`src/rtl/mu0_control.sv`:
```
// MU0 multi-cycle control unit: fetch/execute sequencing with a bounded Mem_Ready wait.
// Optional MU0_INSTR_COUNT_EN adds a retired-instruction counter output.
`timescale 1ns/1ps
module mu0_control #(
  parameter int WAIT_LIMIT = 15
) (
  input  logic        Clk,
  input  logic        Reset,
  input  logic [3:0]  F,
  input  logic        N,
  input  logic        Z,
  input  logic        Mem_Ready,
  output logic        X_sel,
  output logic        Y_sel,
  output logic        Addr_sel,
  output logic [1:0]  ALU_fs,
  output logic        PC_En,
  output logic        IR_En,
  output logic        Acc_En,
  output logic        MEM_rd,
  output logic        MEM_wr,
  output logic        Halted,
  output logic        Bus_Err,
`ifdef MU0_INSTR_COUNT_EN
  output logic [15:0] Instr_Count,
`endif
  output logic [1:0]  state_dbg
);

  typedef enum logic [1:0] {
    S_FETCH   = 2'd0,
    S_EXECUTE = 2'd1,
    S_HALT    = 2'd2
  } state_t;

  localparam int CW = (WAIT_LIMIT < 1) ? 1 : $clog2(WAIT_LIMIT + 1);

  state_t        state;
  state_t        next_state;
  logic [CW-1:0] wait_cnt;
  logic          mem_state;
  logic          timeout;
  logic          done;

  assign state_dbg = state;

  // FETCH always touches memory; in EXECUTE only LDA/STA/ADD/SUB (0-3) do.
  assign mem_state = (state == S_FETCH) ||
                     ((state == S_EXECUTE) && (F[3:2] == 2'b00));
  assign timeout   = (WAIT_LIMIT != 0) && mem_state && !Mem_Ready &&
                     (wait_cnt == CW'(WAIT_LIMIT));
  assign done      = mem_state ? Mem_Ready : 1'b1;

  always_comb begin
    next_state = state;
    if (timeout) begin
      next_state = S_HALT;
    end else begin
      case (state)
        S_FETCH:   if (Mem_Ready) next_state = S_EXECUTE;
        S_EXECUTE: if (done) next_state = (F == 4'd7) ? S_HALT : S_FETCH;
        default:   next_state = S_HALT;
      endcase
    end
  end

  always_comb begin
    X_sel    = 1'b0;
    Y_sel    = 1'b0;
    Addr_sel = 1'b0;
    ALU_fs   = 2'b00;
    PC_En    = 1'b0;
    IR_En    = 1'b0;
    Acc_En   = 1'b0;
    MEM_rd   = 1'b0;
    MEM_wr   = 1'b0;
    Halted   = 1'b0;
    // Reset gates everything so no register write can slip through mid-instruction.
    if (!Reset) begin
      case (state)
        S_FETCH: begin
          MEM_rd = 1'b1;
          X_sel  = 1'b1;
          ALU_fs = 2'b10;
          IR_En  = Mem_Ready;
          PC_En  = Mem_Ready;
        end
        S_EXECUTE: begin
          case (F)
            4'd0: begin
              Addr_sel = 1'b1;
              MEM_rd   = 1'b1;
              Acc_En   = Mem_Ready;
            end
            4'd1: begin
              Addr_sel = 1'b1;
              MEM_wr   = 1'b1;
            end
            4'd2, 4'd3: begin
              Addr_sel = 1'b1;
              MEM_rd   = 1'b1;
              ALU_fs   = F[0] ? 2'b11 : 2'b01;
              Acc_En   = Mem_Ready;
            end
            4'd4: begin
              Y_sel = 1'b1;
              PC_En = 1'b1;
            end
            4'd5: begin
              Y_sel = 1'b1;
              PC_En = ~N;
            end
            4'd6: begin
              Y_sel = 1'b1;
              PC_En = ~Z;
            end
            default: ;
          endcase
        end
        S_HALT:  Halted = 1'b1;
        default: ;
      endcase
    end
  end

  always_ff @(posedge Clk or posedge Reset) begin
    if (Reset) begin
      state    <= S_FETCH;
      wait_cnt <= '0;
      Bus_Err  <= 1'b0;
    end else begin
      state   <= next_state;
      Bus_Err <= Bus_Err | timeout;
      if ((WAIT_LIMIT != 0) && mem_state && !Mem_Ready && (next_state == state))
        wait_cnt <= wait_cnt + CW'(1);
      else
        wait_cnt <= '0;
    end
  end

`ifdef MU0_INSTR_COUNT_EN
  // Counts every instruction retiring from EXECUTE; a timeout is not a retirement.
  always_ff @(posedge Clk or posedge Reset) begin
    if (Reset)
      Instr_Count <= 16'd0;
    else if ((state == S_EXECUTE) && done && !timeout)
      Instr_Count <= Instr_Count + 16'd1;
  end
`endif

endmodule

```
`config.mk`:
```
export PLATFORM = sky130hd
export DESIGN_NAME = mu0_control
export DESIGN_NICKNAME = d
export VERILOG_FILES = /design/src/rtl/mu0_control.sv
export SDC_FILE = /design/constraint.sdc
export NUM_CORES = 1
export LEC_CHECK = 0
export ABC_AREA = 1
export ABC_CLOCK_PERIOD_IN_PS = 1040
export CORE_AREA = 3 3 42 44
export DETAILED_ROUTE_END_ITERATION = 12
export DIE_AREA = 0 0 45 47
export PLACE_DENSITY = 0.69
export SLEW_MARGIN = 20
export SYNTH_ARGS = -nofsm -noshare
export SYNTH_HDL_FRONTEND = slang
export SYNTH_SLANG_ARGS = --single-unit
```
`constraint.sdc`:
```
create_clock -name Clk -period 1.04 [get_ports Clk]
set_input_delay 0.208 -clock Clk [delete_from_list [all_inputs] [get_ports Clk]]
set_output_delay 0.208 -clock Clk [all_outputs]
set_load 0.1 [all_outputs]
```
==> results.toml <==
[status]
status = "complete, but fails checks"
violations = "negative setup slack"

[worst_setup_path]
r2r_start = "state_dbg[0]$_DFF_PP0_"
crit_type = "reg2out"
cpMaxStageDelayCell = "dfrtp_4"
cp_data_arrival_time_ps = 1610
crit_chain = "inv_1, nand2_1, nor2_2, inv_2, a21oi_4, buf_12"
cp_top_family = "flip-flops"
worstPathMaxFanout = 4
crit_path_start_kind = "flop"
crit_start = "state_dbg[0]$_DFF_PP0_"
worstPathBufferInverterCount = 3
slowest_delay_ps = 520
required_ps = 830
endpoint_kind = "primary output"

[timing]
fmax_mhz = 550
min_period_ps = 1820
tns_ps = -11350
timing.final.max_slew_violations = 0
finalHoldViolCount = 0
min_period_over_period_pct = 175
relSlewSlack_pct = 78.6
fin_skew_ps = 0.692
whs_ps = 485
rsz0062_at_grt = "true"
tightest_slew_ps = 320
setup_slack_ps = -780
setup_viol = 21

[synthesis]
post-synth-top-area-cell = "dfrtp_1"
synth.distinct_cells = 17
syn_inst = 77
netlist.area_leader.share_pct = 36.0
avgSynthCellArea_um2 = 6.32
ys_seq_area_share_pct = 36.0
ys_ff_latch = 7
synth_area_leaders = "dfrtp_1 36%, nand2_1 14%, inv_1 11%, nor2_1 11%, a21oi_1 4.1%"
syn_nets = 87
synth_area_um2 = 487
yosysWarnings = 0

[final_layout]
seq_area_um2 = 184
final_util_pct = 94.0
layout_commonest_cell = "buf_4"
multi_input_area_um2 = 459
stdcell_count = 151
most-common-layout-cells = "26 x buf_4, 14 x buf_12, 10 x nand2_1, 9 x inv_1, 7 x nor2_4"
fill_cells = 45
design.final.nets = 146
syn_to_final_growth_pct = 184
drive_gt1_share_pct = 68.1
n_antenna_cell = 0

[placed_design]
port_buffers = 22
placedCellCount = 136
routabilityCongestion = 0.818
post-place-ws_ps = -739
hpwl_um = 1310

[power]
pwr-share-comb_pct = 74.2
switching_share_pct = 51.2
cellPowerDensity_nw_per_um2 = 1700
power_frac_clock_pct = 10.0
seq_power_share_pct = 15.9
internal-power_mw = 1.15
peakVddDrop_mv = 1.73
leakage_nw = 0.649
switchingPower_mw = 1.21

[clock_network]
clk_pin_slew_worst_paths_ps = 50
cts-htree-levels = 1
holdBufCountCts = 0
clk_latency_ps = 240
cts_tree = "done"
numCtsBuffers = 3
cts.path.max_buffers = 2
clkSinkCount = 7
ctsRootBufferMaster = "clkbuf_4"

[floorplanning]
core-area_um2 = 1470
die_h_um = 47
dieArea_um2 = 2120
dieWidth_um = 45
initial_core_util_pct = 33.1
fp-row-count = 14
io_pins = 23

[global_routing]
grt_pass1_wl_um = 3610
antenna_found_initial = 0
grt_max_degree = 8
grt_pass1_vias = 788
overflow = 0
grtUsageTotal_pct = 24.1

[detailed_routing]
drtIter0Drc = 16
dr.pass1.iters = 4
drt_wl_total_um = 2940
postRouteAntennaNets = 0
via_per_inst = 5.07
wire_per_inst_um = 19.5
drcViolationCount = 0
num_vias = 765

[min_path]
min_path_type = "in2async"

[run]
cap_violations = 0
[stage by stage]
step | instance area (um2) | power (mW)
after floorplan | 606 | 1.21
after global placement | 1140 | 1.82
after detailed placement | 1140 | 1.84
after CTS | 1290 | 2.20
after global routing | 1380 | 2.45
final | 1380 | 2.36
[final cells by class]
class,count,share of cell area [%]
sequential,7,13.3
clock buffer,4,1.90
inverter,16,5.07
tap,16,1.45
multi-input combinational,54,33.2
timing repair buffer,54,45.1
[cell usage after synthesis]
| master | n |
|---|---|
| a21oi_1 | 4 |
| clkinv_1 | 1 |
| dfrtp_1 | 7 |
| ha_1 | 1 |
| inv_1 | 14 |
| inv_2 | 1 |
| nand2_1 | 18 |
| nand2_2 | 3 |
| nand3_1 | 4 |
| nor2_1 | 14 |
| nor2_2 | 1 |
| nor3_1 | 3 |
| nor4_1 | 1 |
| o21ai_0 | 2 |
| o21ai_1 | 1 |
| xnor2_1 | 1 |
| xor2_1 | 1 |
[state kept, by name, indices dropped and copies added, names as in the netlist]
signal and flops:
Bus_Err 1, wait_cnt 4, state_dbg 2
[cell families (layout without fill, tap and decap cells)]
family	count (synthesis)	after routing	share of synthesized area [%]
AOI/OAI and AO/OA	7	7	7.20
xor gates and xnor gates	2	2	3.60
buffers and inverters	16	74	12.3
DFF	7	7	36.0
and+or+nand+nor	44	44	38.3
adders and majority gates	1	1	2.57
[routing by layer]
layer / up-vias / GRT usage (%) / part of all wire, %
met5: - / 0 / 0
met2: 36 / 51.1 / 56
met4: 0 / 11.7 / 4.5
li1: 350 / - / -
met3: 14 / 1.53 / 4.5
met1: 365 / 22.8 / 35
[path summary, 6_finish.rpt]
check,to,slack (ps),cells past startpoint
min in group Clk,Bus_Err$_DFF_PP0_,510,2
worst min register to register,Bus_Err$_DFF_PP0_,510,2
max in group asynchronous,state_dbg[0]$_DFF_PP0_,420,3
worst max-delay path,PC_En,-780,6
worst max register to register,wait_cnt[3]$_DFF_PP0_,-700,13
worst min-delay path,wait_cnt[0]$_DFF_PP0_,490,3
[worst reg2reg max path, stage by stage, from the launching register on]
cell and delay (ps):
dfrtp_4 520, nand2_8 110, nor2_4 50, buf_4 140, buf_6 110, buf_6 100, buf_6 110, buf_6 110
nand2_4 60, o21ai_2 50, nand2_1 80, clkinv_2 70, nand2_4 90, nor2_2 40
[power groups by stage]
stage	clock network [mW]	registers (mW)	logic [mW]
after floorplan	0	0.567	0.641
after global placement	0	0.366	1.45
after global routing	0.263	0.378	1.81
final	0.235	0.374	1.75
after detailed placement	0	0.370	1.47
after CTS	0.248	0.371	1.58
[timing repair]
action                                  4_1_cts  5_1_grt
setup buffers                                 8        4
endpoints found under the hold margin         0        0
endpoints found under the setup margin       21       21
pin swaps                                     8       11
gates resized for setup                      22       23
No activity file was read; power rests on OpenSTA's default activity.
